==> config.mk <==
export PLATFORM = sky130hd
export DESIGN_NAME = washer_panel_ctrl
export DESIGN_NICKNAME = d
export VERILOG_FILES = /design/src/rtl/washer_pkg.sv /design/src/rtl/sec_tick_gen.sv /design/src/rtl/washer_panel_ctrl.sv
export SDC_FILE = /design/constraint.sdc
export NUM_CORES = 1
export LEC_CHECK = 0
export ABC_CLOCK_PERIOD_IN_PS = 2680
export BUFFER_PORTS_ARGS = -buffer_cell sky130_fd_sc_hd__buf_4
export CORE_MARGIN = 1.5
export CORE_UTILIZATION = 50
export CTS_BUF_LIST = sky130_fd_sc_hd__clkbuf_4 sky130_fd_sc_hd__clkbuf_8 sky130_fd_sc_hd__clkbuf_16
export CTS_CLUSTER_DIAMETER = 80
export DETAILED_ROUTE_END_ITERATION = 8
export PLACE_DENSITY = 0.77
export SLEW_MARGIN = 20
export SYNTH_ARGS = -nofsm -noshare
export SYNTH_HDL_FRONTEND = slang
export SYNTH_SLANG_ARGS = --single-unit
==> constraint.sdc <==
create_clock -name clk -period 2.68 [get_ports clk]
set_input_delay 0.268 -clock clk [delete_from_list [all_inputs] [get_ports clk]]
set_output_delay 0.268 -clock clk [all_outputs]
set_load 0.01 [all_outputs]
==> src/rtl/washer_pkg.sv <==
// Shared panel state, run-state, mode and water-level definitions for the washer
// front panel and program timer.
package washer_pkg;

  localparam int unsigned RS_W    = 2;
  localparam int unsigned MODE_W  = 3;
  localparam int unsigned WATER_W = 3;
  localparam int unsigned SEC_W   = 8;

  typedef enum logic [2:0] {
    ST_OFF,
    ST_IDLE,
    ST_RUN,
    ST_PAUSE,
    ST_DONE
  } panel_state_e;

  localparam logic [RS_W-1:0] RS_IDLE  = 2'b00;
  localparam logic [RS_W-1:0] RS_RUN   = 2'b01;
  localparam logic [RS_W-1:0] RS_PAUSE = 2'b10;

  localparam logic [MODE_W-1:0] MODE_WASH_RINSE_SPIN = 3'd0;
  localparam logic [MODE_W-1:0] MODE_WASH            = 3'd1;
  localparam logic [MODE_W-1:0] MODE_WASH_RINSE      = 3'd2;
  localparam logic [MODE_W-1:0] MODE_RINSE           = 3'd3;
  localparam logic [MODE_W-1:0] MODE_RINSE_SPIN      = 3'd4;
  localparam logic [MODE_W-1:0] MODE_SPIN            = 3'd5;
  localparam logic [MODE_W-1:0] MODE_MAX             = MODE_SPIN;

  localparam logic [WATER_W-1:0] WATER_MIN = 3'd1;
  localparam logic [WATER_W-1:0] WATER_MAX = 3'd5;
  localparam logic [WATER_W-1:0] WATER_DEF = 3'd2;

  function automatic logic [MODE_W-1:0] mode_next(input logic [MODE_W-1:0] m);
    return (m >= MODE_MAX) ? MODE_WASH_RINSE_SPIN : m + MODE_W'(1);
  endfunction

  function automatic logic [WATER_W-1:0] water_next(input logic [WATER_W-1:0] w);
    return (w >= WATER_MAX) ? WATER_MIN : w + WATER_W'(1);
  endfunction

  function automatic logic [RS_W-1:0] run_state_of(input panel_state_e s);
    case (s)
      ST_RUN, ST_DONE: return RS_RUN;
      ST_PAUSE:        return RS_PAUSE;
      default:         return RS_IDLE;
    endcase
  endfunction

endpackage

==> src/rtl/sec_tick_gen.sv <==
// One-second tick generator: counts 0..CLK_HZ-1 while enabled and flags the last
// count. Held at zero when disabled or cleared.
module sec_tick_gen #(
  parameter int unsigned CLK_HZ = 100_000_000
) (
  input  logic clk,
  input  logic rst,
  input  logic clr,
  input  logic en,
  output logic tick
);

  localparam int unsigned CNT_W = (CLK_HZ > 1) ? $clog2(CLK_HZ) : 1;
  localparam logic [CNT_W-1:0] CNT_LAST = CNT_W'(CLK_HZ - 1);

  logic [CNT_W-1:0] r_cnt;

  assign tick = en && (r_cnt == CNT_LAST);

  always_ff @(posedge clk or posedge rst) begin
    if (rst) begin
      r_cnt <= '0;
    end else if (clr || !en || tick) begin
      r_cnt <= '0;
    end else begin
      r_cnt <= r_cnt + CNT_W'(1);
    end
  end

endmodule

==> src/rtl/washer_panel_ctrl.sv <==
// Washer front panel: key presses -> power, run state, mode and water level, with
// idle and completion auto power-off. Define WASHER_BEEP_EN for the DONE beeper.
module washer_panel_ctrl
  import washer_pkg::*;
#(
  parameter int unsigned CLK_HZ   = 100_000_000,
  parameter int unsigned IDLE_SEC = 60,
  parameter int unsigned DONE_SEC = 5
) (
  input  logic               clk,
  input  logic               rst,
  input  logic               power_btn,
  input  logic               start_btn,
  input  logic               mode_btn,
  input  logic               water_btn,
  input  logic               finish,
  output logic               power_light,
  output logic [RS_W-1:0]    run_state,
  output logic [MODE_W-1:0]  current_model,
  output logic [WATER_W-1:0] current_water,
  output logic               beep
);

  localparam logic [SEC_W-1:0] IDLE_LIM = SEC_W'(IDLE_SEC);
  localparam logic [SEC_W-1:0] DONE_LIM = SEC_W'(DONE_SEC);

  panel_state_e       r_state, w_state_next;
  logic [3:0]         r_btn_q;
  logic               r_finish_q;
  logic [MODE_W-1:0]  r_model, w_model_next;
  logic [WATER_W-1:0] r_water, w_water_next;
  logic [SEC_W-1:0]   r_sec;
  logic               r_power_light;
  logic [RS_W-1:0]    r_run_state;
  logic [MODE_W-1:0]  r_model_out;
  logic [WATER_W-1:0] r_water_out;

  logic [3:0]       w_btn, w_press;
  logic             w_pwr, w_start, w_mode, w_water;
  logic             w_finish_rise, w_idle_press, w_cnt_clr;
  logic             w_tick, w_tick_en, w_idle_timeout, w_done_timeout;
  logic [SEC_W-1:0] w_sec_inc;

  assign w_btn         = {power_btn, start_btn, mode_btn, water_btn};
  assign w_press       = w_btn & ~r_btn_q;
  assign w_pwr         = w_press[3];
  assign w_start       = w_press[2];
  assign w_mode        = w_press[1];
  assign w_water       = w_press[0];
  assign w_finish_rise = finish & ~r_finish_q;

  assign w_tick_en      = (r_state == ST_IDLE) || (r_state == ST_DONE);
  assign w_sec_inc      = (r_sec == '1) ? r_sec : r_sec + SEC_W'(1);
  // Timeout fires on the tick that makes the seconds count reach the limit.
  assign w_idle_timeout = w_tick && (w_sec_inc >= IDLE_LIM);
  assign w_done_timeout = w_tick && (w_sec_inc >= DONE_LIM);
  assign w_cnt_clr      = w_idle_press || (w_state_next != r_state);

  sec_tick_gen #(
    .CLK_HZ(CLK_HZ)
  ) u_sec_tick (
    .clk (clk),
    .rst (rst),
    .clr (w_cnt_clr),
    .en  (w_tick_en),
    .tick(w_tick)
  );

  always_ff @(posedge clk or posedge rst) begin
    if (rst) begin
      r_state    <= ST_OFF;
      r_model    <= MODE_WASH_RINSE_SPIN;
      r_water    <= WATER_DEF;
      r_btn_q    <= '0;
      r_finish_q <= 1'b0;
    end else begin
      r_state    <= w_state_next;
      r_model    <= w_model_next;
      r_water    <= w_water_next;
      r_btn_q    <= w_btn;
      r_finish_q <= finish;
    end
  end

  // Only the highest-priority press acts: power > start > mode > water.
  always_comb begin
    w_state_next = r_state;
    w_model_next = r_model;
    w_water_next = r_water;
    w_idle_press = 1'b0;
    case (r_state)
      ST_OFF: begin
        if (w_pwr) w_state_next = ST_IDLE;
      end
      ST_IDLE: begin
        if (w_pwr) begin
          w_state_next = ST_OFF;
        end else if (w_start) begin
          w_state_next = ST_RUN;
          w_idle_press = 1'b1;
        end else if (w_mode) begin
          w_model_next = mode_next(r_model);
          w_idle_press = 1'b1;
        end else if (w_water) begin
          w_water_next = water_next(r_water);
          w_idle_press = 1'b1;
        end else if (w_idle_timeout) begin
          w_state_next = ST_OFF;
        end
      end
      ST_RUN: begin
        if (w_pwr)              w_state_next = ST_OFF;
        else if (w_start)       w_state_next = ST_PAUSE;
        else if (w_finish_rise) w_state_next = ST_DONE;
      end
      ST_PAUSE: begin
        if (w_pwr)        w_state_next = ST_OFF;
        else if (w_start) w_state_next = ST_RUN;
      end
      ST_DONE: begin
        if (w_pwr || w_done_timeout) w_state_next = ST_OFF;
      end
      default: w_state_next = ST_OFF;
    endcase
    if ((w_state_next == ST_OFF) && (r_state != ST_OFF)) begin
      w_model_next = MODE_WASH_RINSE_SPIN;
      w_water_next = WATER_DEF;
    end
  end

  always_ff @(posedge clk or posedge rst) begin
    if (rst) begin
      r_sec <= '0;
    end else if (w_cnt_clr || !w_tick_en) begin
      r_sec <= '0;
    end else if (w_tick) begin
      r_sec <= w_sec_inc;
    end
  end

  always_ff @(posedge clk or posedge rst) begin
    if (rst) begin
      r_power_light <= 1'b0;
      r_run_state   <= RS_IDLE;
      r_model_out   <= MODE_WASH_RINSE_SPIN;
      r_water_out   <= WATER_DEF;
    end else begin
      r_power_light <= (r_state != ST_OFF);
      r_run_state   <= run_state_of(r_state);
      r_model_out   <= r_model;
      r_water_out   <= r_water;
    end
  end

  assign power_light   = r_power_light;
  assign run_state     = r_run_state;
  assign current_model = r_model_out;
  assign current_water = r_water_out;

`ifdef WASHER_BEEP_EN
  logic r_beep;

  // Beep on even seconds of DONE, aligned with the registered run_state.
  always_ff @(posedge clk or posedge rst) begin
    if (rst) r_beep <= 1'b0;
    else     r_beep <= (r_state == ST_DONE) && !r_sec[0];
  end

  assign beep = r_beep;
`else
  assign beep = 1'b0;
`endif

endmodule
==> reports/qor.json, run 1 <==
{
  "run_status": "completed",
  "gr-total-overflow": 0,
  "pin_count_of_the_biggest_net_entering_global_routing": 32,
  "critical_path.max_stage_delay_ns": 0.43,
  "max-cap-violations": 0,
  "fin_hold_viols": 0,
  "wl_per_cell_um": 14.71,
  "tritoncts": "built",
  "critical_path.top_delay_family": "compound AO/OA/AOI/OAI gates",
  "layout-area-overhead-vs-synth_pct": 11.62,
  "crit_end": "r_sec[2]$_DFFE_PP0P_",
  "timing.critical_path.cells": "ha_1 -> and4_4 -> a211o_1 -> nand2_1 -> o21ai_0 -> a41o_2 -> nor4_1",
  "sw_frac_of_total_pct": 26.17,
  "max_slew_margin_pct": 59.28,
  "post_synth_inst_count": 308,
  "ys_seq_area_share_pct": 47.06,
  "worst_hold_path_type": "input port to async pin",
  "nNetsFinal": 335,
  "final.setup_skew_ns": 0.007975,
  "die_w_um": 81.60,
  "antenna_cells": 0,
  "worstSetupStartpointType": "flip-flop",
  "final_period_minus_worst_setup_slack_ns": 2.315,
  "fillCellCount": 533,
  "clkTransAtPathRegs_ns": 0.07,
  "p_seq_share_pct": 45.6,
  "fin_crit_sh_pct": 86.38,
  "ctsLongestPathBuffers": 2,
  "ys.warnings.count": 0,
  "async_reset_ff_share_pct": 100.0,
  "rows": 28,
  "design.die.area_mm2": 0.006659,
  "antenna_found_initial": 0,
  "grt_first_pass_wirelength_mm": 10.31,
  "drtAntennaViolNets": 0,
  "max_slew.worst_pin.slew_ns": 0.6099,
  "crit_start": "r_sec[0]$_DFFE_PP0P_",
  "final_layout_size_suffix_gt1_share_pct": 16.51,
  "cell_pwr_density_mw_per_mm2": 635.5,
  "kind_of_critical_path": "flip-flop to flip-flop",
  "detail_route.drc_violations": 0,
  "place.port_buffers": 15,
  "timing.critical_path.slowest_stage_cell": "sky130_fd_sc_hd__dfrtp_1",
  "cts_setup_buffers": 0,
  "ios": 17,
  "synth_top_area_share_pct": 45.36,
  "routed_via_density": 5.677,
  "worstSetupPathDepth": 7,
  "place_ws_ns": 0.3970,
  "cp.arrival_ns": 2.56,
  "power.combinational.fraction_pct": 13.1,
  "grt_usage_pct": 20.34,
  "cts_htree_levels": 3,
  "netlist.top_cell.by_area": "sky130_fd_sc_hd__dfrtp_1",
  "final.hold.worst_slack_ns": 0.004201,
  "clock_root_buffer": "sky130_fd_sc_hd__clkbuf_8",
  "drtIter0Drc": 135,
  "timing.critical_path.to_type": "flip-flop",
  "clock_sink_count": 58,
  "worst-path-max-fanout": 15,
  "hpwlAfterDp_mm": 3.990,
  "leak_pwr_nw": 1.486,
  "synth_area_mm2": 0.003089,
  "fmaxAchievable_mhz": 432.0,
  "primary_flip_flop_cell_chosen_by_synthesis_mapping": "sky130_fd_sc_hd__dfrtp_1",
  "clkPwrFrac_pct": 41.4,
  "cts_buffers": 9,
  "synthesis.area_per_instance_um2": 10.03,
  "syn-num-nets": 321,
  "postCtsResizedCells": 0,
  "p_switching_uw": 573.4,
  "required_ns": 2.92,
  "worst_reg_to_reg_path_cell_count": 7,
  "die_h_um": 81.60,
  "placeableCoreArea_mm2": 0.005956,
  "report.final.setup_viol": 0,
  "vdd_drop_max_uv": 424.5,
  "finalWirelength_mm": 5.914,
  "initial_core_util_pct": 51.87,
  "synth.distinct_cells": 57,
  "timing.rr.end": "r_sec[2]$_DFFE_PP0P_",
  "power_report.internal_total_mw": 1.618,
  "synth_seq_cells": 58,
  "biggest_area_contributors_in_the_synthesized_netlist": "sky130_fd_sc_hd__dfrtp_1 45%, sky130_fd_sc_hd__xor2_1 4.5%, sky130_fd_sc_hd__nor2_1 4.3%",
  "drt_pre_antenna_iters": 4,
  "fin_setup_tns_ns": 0,
  "maxSlewViolCount": 0,
  "insertion_delay_ns": 0.34,
  "dr_total_vias": 2282,
  "ff2ff_setup_slack_ns": 0.36,
  "fin_ws_ns": 0.3649,
  "rr_startpoint": "r_sec[0]$_DFFE_PP0P_",
  "place.gp.congestion": 0.8291,
  "worst-path-buf-inv": 0,
  "first_global_vias": 2203,
  "grt_setup_unrepaired": "no",
  "synth_enable_flop_cells": 0,
  "cts_hold_buf": 0
}
==> cell usage in the layout, fill, tap and decap left out, drive strengths merged, types with 5 or more instances in the layout <==
master,n
nand4,16
and3,5
a21oi,15
and2,5
xor2,16
nor3,15
and4,7
nor2,35
dfrtp,56
o21ai,8
ha,6
or3,6
buf,17
nor4,9
clkbuf,11
nand2,13
xnor2,12
inv,10
nand3,12
nor2b,7
==> worst reg2reg max path: stages (launching register included) <==
cell	delay, ns
sky130_fd_sc_hd__dfrtp_1	0.43
sky130_fd_sc_hd__ha_1	0.33
sky130_fd_sc_hd__and4_4	0.25
sky130_fd_sc_hd__a211o_1	0.32
sky130_fd_sc_hd__nand2_1	0.06
sky130_fd_sc_hd__o21ai_0	0.12
sky130_fd_sc_hd__a41o_2	0.39
sky130_fd_sc_hd__nor4_1	0.32
==> power by group through the flow <==
| stage | registers, mW | logic [mW] | clock network (mW) |
|---|---|---|---|
| 3_5_place_dp | 1.01 | 0.287 | 0 |
| 5_1_grt | 1.01 | 0.322 | 0.956 |
| 3_3_place_gp | 1.01 | 0.280 | 0 |
| 2_1_floorplan | 0.999 | 0.201 | 0 |
| 4_1_cts | 0.998 | 0.289 | 0.926 |
| 6_report | 0.999 | 0.286 | 0.906 |
==> kinds of logic (layout without fill, tap and decap cells) <==
family | Yosys count | after routing | synth area share, %
flops | 58 | 58 | 47.06
mux | 4 | 4 | 1.337
fa+ha+maj | 6 | 6 | 2.430
compound gates | 41 | 41 | 8.506
buf+inv | 24 | 43 | 4.374
xor+xnor | 28 | 28 | 7.938
other cells | 1 | 1 | 0.1214
simple gates | 146 | 146 | 28.23
==> cell type report <==
cell class,count,area (um2),area share (%)
Clock buffer,11,145.1,4.209
Clock inverter,5,77.57,2.250
Inverter,10,37.54,1.089
Multi-Input combinational cell,226,1500,43.51
Sequential cell,58,1454,42.16
Tap cell,75,93.84,2.721
Timing Repair Buffer,17,140.1,4.064
==> Yosys cell counts (7+ instances only) <==
master / instances
sky130_fd_sc_hd__nand4_1: 14
sky130_fd_sc_hd__nand2_1: 13
sky130_fd_sc_hd__nand3_1: 12
sky130_fd_sc_hd__nor3_1: 14
sky130_fd_sc_hd__inv_1: 10
sky130_fd_sc_hd__xnor2_1: 12
sky130_fd_sc_hd__a21oi_1: 14
sky130_fd_sc_hd__nor2b_1: 7
sky130_fd_sc_hd__nor2_1: 35
sky130_fd_sc_hd__dfrtp_1: 56
sky130_fd_sc_hd__nor4_1: 7
sky130_fd_sc_hd__o21ai_0: 8
sky130_fd_sc_hd__xor2_1: 16
==> flip-flops by register name (all words and copies together) (netlist names), 2 cells and up <==
signal            count
r_sec                 8
r_model               3
current_water         3
r_state               3
current_model         3
r_water               3
u_sec_tick.r_cnt     27
run_state             2
r_btn_q               4
==> worst min-delay path by stage <==
| stage | from | endpoint | depth (start not counted) |
|---|---|---|---|
| 2_1_floorplan | water_btn | r_btn_q[0]$_DFF_PP0_ | 0 |
| 3_3_place_gp | rst | u_sec_tick.r_cnt[24]$_DFF_PP0_ | 2 |
| 3_5_place_dp | rst | u_sec_tick.r_cnt[24]$_DFF_PP0_ | 2 |
| 4_1_cts | rst | u_sec_tick.r_cnt[9]$_DFF_PP0_ | 2 |
| 5_1_grt | water_btn | r_btn_q[0]$_DFF_PP0_ | 1 |
| 6_report | rst | u_sec_tick.r_cnt[22]$_DFF_PP0_ | 2 |
==> layer usage <==
metal	routed length, um	up-vias	share of wire (%)	global-route usage [%]
met5	0	-	0	0
met4	81	0	1.4	6.610
met3	211	8	3.6	5.667
met2	2727	30	46	30.58
met1	2893	1118	49	28.51
li1	-	1126	-	-
==> stage by stage <==
| step | area, um2 | total power, mW | std cells | util [%] |
|---|---|---|---|---|
| floorplan | 3089 | 1.200 | 308 | - |
| finish | 3448 | 2.191 | 402 | 57.90 |
| global route | 3448 | 2.287 | 402 | 57.90 |
| global placement | 3226 | 1.292 | 386 | 54.16 |
| detailed placement | 3226 | 1.300 | 386 | 54.16 |
| CTS | 3448 | 2.213 | 402 | 57.90 |
Note: power is estimated with default switching activity, not from simulation.
==> run 2: changes to the inputs <==
- HOLD_SLACK_MARGIN: not set -> 0.12
==> run 2 against run 1 <==
Compared with the run above:
- die area did not move
- sequential power barely moved
- sequential cell count did not move
- first-iteration DRC count fell by 23%
- largest power group unchanged
- critical path depth did not move
- via count rose by 1.5%
- routed wire length rose by 1.1%
- non-clock buffer count rose by 6
- largest cell class unchanged
- worst hold slack improved by 0.39 ns
- core utilization rose by 1.0 points
- design area rose by 1.7%
- combinational power rose by 2%
- critical path type unchanged
==> reports/qor.json, run 2 (synthesized netlist as in run 1, its figures left out) <==
{
  "placedInstanceArea": {"value": 0.003226, "unit": "mm2", "change": "unchanged"},
  "tritoncts": "built",
  "placeableCoreArea": {"value": 0.005956, "unit": "mm2", "change": "unchanged"},
  "max-cap-violations": {"value": 0, "change": "unchanged"},
  "timing.critical_path.slowest_stage_cell": "sky130_fd_sc_hd__dfrtp_1",
  "run_status": "completed",
  "cts_setup_buffers": {"value": 0, "change": "unchanged"},
  "final_common_cell": "sky130_fd_sc_hd__dfrtp_1",
  "drtIter0Drc": {"value": 104, "change": "-23%"},
  "cp.arrival": {"value": 2.54, "unit": "ns", "change": "-0.02 ns"},
  "vdd_drop_max": {"value": 424.8, "unit": "uV", "change": "about the same"},
  "detail_route.drc_violations": {"value": 0, "change": "unchanged"},
  "final_period_minus_worst_setup_slack": {"value": 2.299, "unit": "ns", "change": "-0.01634 ns"},
  "worstSetupStartpointType": "flip-flop",
  "fin_hold_viols": {"value": 0, "change": "unchanged"},
  "grt_first_pass_wirelength": {"value": 10.44, "unit": "mm", "change": "+1.3%"},
  "fin_setup_tns": {"value": 0, "unit": "ns", "change": "unchanged"},
  "worst_hold_path_type": "flip-flop to flip-flop",
  "cts_buffers": {"value": 9, "change": "unchanged"},
  "grt_setup_unrepaired": "no",
  "kind_of_critical_path": "flip-flop to flip-flop",
  "fin_area": {"value": 0.003508, "unit": "mm2", "change": "+1.7%"},
  "postCtsResizedCells": {"value": 0, "change": "unchanged"},
  "routed_via_density": {"value": 5.676, "change": "about the same"},
  "clock_sink_count": {"value": 58, "change": "unchanged"},
  "first_global_vias": {"value": 2238, "change": "+1.6%"},
  "cts_hold_buf": {"value": 6, "change": "+6"},
  "initial_core_util": {"value": 51.87, "unit": "%", "change": "unchanged"},
  "clkTransAtPathRegs": {"value": 0.07, "unit": "ns", "change": "about the same"},
  "worstHoldStart": "r_water[1]$_DFFE_PP1P_",
  "timing.critical_path.cells": "ha_1 -> and4_4 -> a211o_1 -> nand2_1 -> o21ai_0 -> a41o_2 -> nor4_1",
  "reg.largest.list": "u_sec_tick.r_cnt x27, r_sec x8, r_btn_q x4",
  "layout-area-overhead-vs-synth_pct": 13.57,
  "die_w": {"value": 81.60, "unit": "um", "change": "unchanged"},
  "antenna_found_initial": {"value": 0, "change": "unchanged"},
  "wl_per_cell": {"value": 14.66, "unit": "um", "change": "-0.34%"},
  "design_power_total": {"value": 2.196, "unit": "mW", "change": "+0.21%"},
  "nNetsFinal": {"value": 341, "change": "+1.8%"},
  "required": {"value": 2.92, "unit": "ns", "change": "about the same"},
  "design.die.area": {"value": 0.006659, "unit": "mm2", "change": "unchanged"},
  "fillCellCount": {"value": 528, "change": "-0.94%"},
  "clock_root_buffer": "sky130_fd_sc_hd__clkbuf_8",
  "fmaxAchievable": {"value": 435.0, "unit": "MHz", "change": "+0.71%"},
  "critical_path.max_stage_delay": {"value": 0.43, "unit": "ns", "change": "about the same"},
  "max_slew_margin": {"value": 58.91, "unit": "%", "change": "-0.37 points"},
  "insertion_delay": {"value": 0.34, "unit": "ns", "change": "about the same"},
  "die_h": {"value": 81.60, "unit": "um", "change": "unchanged"},
  "place.gp.congestion": {"value": 0.8291, "change": "unchanged"},
  "finalWirelength": {"value": 5.982, "unit": "mm", "change": "+1.1%"},
  "drtAntennaViolNets": {"value": 0, "change": "unchanged"},
  "hpwlAfterDp": {"value": 3.990, "unit": "mm", "change": "unchanged"},
  "maxSlewViolCount": {"value": 0, "change": "unchanged"},
  "drt_pre_antenna_iters": {"value": 4, "change": "unchanged"},
  "final.setup_skew": {"value": 0.009135, "unit": "ns", "change": "+0.001160 ns"},
  "place.port_buffers": {"value": 15, "change": "unchanged"},
  "min_delay_worst_endpoint": "current_water[1]$_DFF_PP1_",
  "min_path_cells": 0,
  "pin_count_of_the_biggest_net_entering_global_routing": {"value": 32, "change": "unchanged"},
  "ff2ff_setup_slack": {"value": 0.38, "unit": "ns", "change": "+0.02 ns"},
  "most-common-layout-cells": "56 x sky130_fd_sc_hd__dfrtp_1, 35 x sky130_fd_sc_hd__nor2_1, 16 x sky130_fd_sc_hd__xor2_1, 16 x sky130_fd_sc_hd__buf_4",
  "final_layout_size_suffix_gt1_share": {"value": 16.22, "unit": "%", "change": "-0.30 points"},
  "cts_htree_levels": {"value": 3, "change": "unchanged"},
  "worst-path-max-fanout": {"value": 15, "change": "unchanged"},
  "dr_total_vias": {"value": 2316, "change": "+1.5%"},
  "leak_pwr": {"value": 1.511, "unit": "nW", "change": "+1.7%"},
  "antenna_cells": {"value": 0, "change": "unchanged"},
  "max_slew.worst_pin.slew": {"value": 0.6154, "unit": "ns", "change": "+0.005550 ns"},
  "fin_crit_sh": {"value": 85.77, "unit": "%", "change": "-0.61 points"},
  "report.final.setup_viol": {"value": 0, "change": "unchanged"},
  "grt_usage": {"value": 20.60, "unit": "%", "change": "+0.26 points"},
  "ctsLongestPathBuffers": {"value": 2, "change": "unchanged"},
  "cell_pwr_density": {"value": 625.9, "unit": "mW/mm2", "change": "-1.5%"},
  "timing.critical_path.to_type": "flip-flop",
  "rows": {"value": 28, "change": "unchanged"},
  "largest_register": "u_sec_tick.r_cnt",
  "ios": {"value": 17, "change": "unchanged"},
  "rr_startpoint": "r_sec[0]$_DFFE_PP0P_",
  "timing.rr.end": "r_sec[6]$_DFFE_PP0P_",
  "gr-total-overflow": {"value": 0, "change": "unchanged"},
  "largest_reg_flops": {"value": 27, "change": "unchanged"},
  "worst_reg_to_reg_path_cell_count": {"value": 7, "change": "unchanged"}
}
## run 2: cell types whose count changed in the layout (fill, tap and decap cells not counted)
cell,previous run,this run
sky130_fd_sc_hd__dlygate4sd3_1,0,6
## run 2: how the worst max path moves through the flow
stage	slack (ns)	to	from
floorplan	0.60	r_sec[2]$_DFFE_PP0P_	r_sec[0]$_DFFE_PP0P_
global placement	0.50	r_sec[2]$_DFFE_PP0P_	r_sec[0]$_DFFE_PP0P_
detailed placement	0.40	r_sec[6]$_DFFE_PP0P_	r_sec[0]$_DFFE_PP0P_
CTS	0.39	r_sec[6]$_DFFE_PP0P_	r_sec[0]$_DFFE_PP0P_
global route	0.23	r_sec[5]$_DFFE_PP0P_	r_sec[0]$_DFFE_PP0P_
finish	0.38	r_sec[6]$_DFFE_PP0P_	r_sec[0]$_DFFE_PP0P_
## run 2: critical path, delay by kind of cell (launching register included)
family,cells,cell delay (ns)
compound gates,3,0.83
flops,1,0.43
fa+ha+maj,1,0.33
simple gates,3,0.61
## run 2: cell type report
type / instances / area, um2 / area share, %
Clock buffer: 11 / 145.1 / 4.137
Clock inverter: 5 / 77.57 / 2.211
Inverter: 10 / 37.54 / 1.070
Multi-Input combinational cell: 226 / 1500 / 42.76
Sequential cell: 58 / 1454 / 41.44
Tap cell: 75 / 93.84 / 2.675
Timing Repair Buffer: 23 / 200.2 / 5.706
## run 2: metal layers
layer,up-vias,GRT usage [%],share of wire [%],routed length (um)
met5,-,0,0,0
met4,0,6.610,1.4,82
met3,12,5.667,3.8,225
met2,34,31.32,47,2801
met1,1132,28.65,48,2873
li1,1138,-,-,-
## run 2: stage by stage
| step | hold slack [ns] | utilization, % | std cells | setup slack, ns |
|---|---|---|---|---|
| 4_1_cts | 0.3963 | 58.91 | 408 | 0.3878 |
| 5_1_grt | 0.4061 | 58.91 | 408 | 0.2252 |
| 6_report | 0.3944 | 58.91 | 408 | 0.3813 |
| 2_1_floorplan | 0.2994 | - | 308 | 0.6028 |
| 3_3_place_gp | 0.3784 | 54.16 | 386 | 0.5000 |
| 3_5_place_dp | 0.3855 | 54.16 | 386 | 0.3970 |
## run 2: power by group
part | total, mW | switching, mW | internal [mW]
Clock | 0.904 | 0.349 | 0.556
Sequential | 0.999 | 0.0607 | 0.938
Combinational | 0.293 | 0.163 | 0.130
Total | 2.20 | 0.572 | 1.62
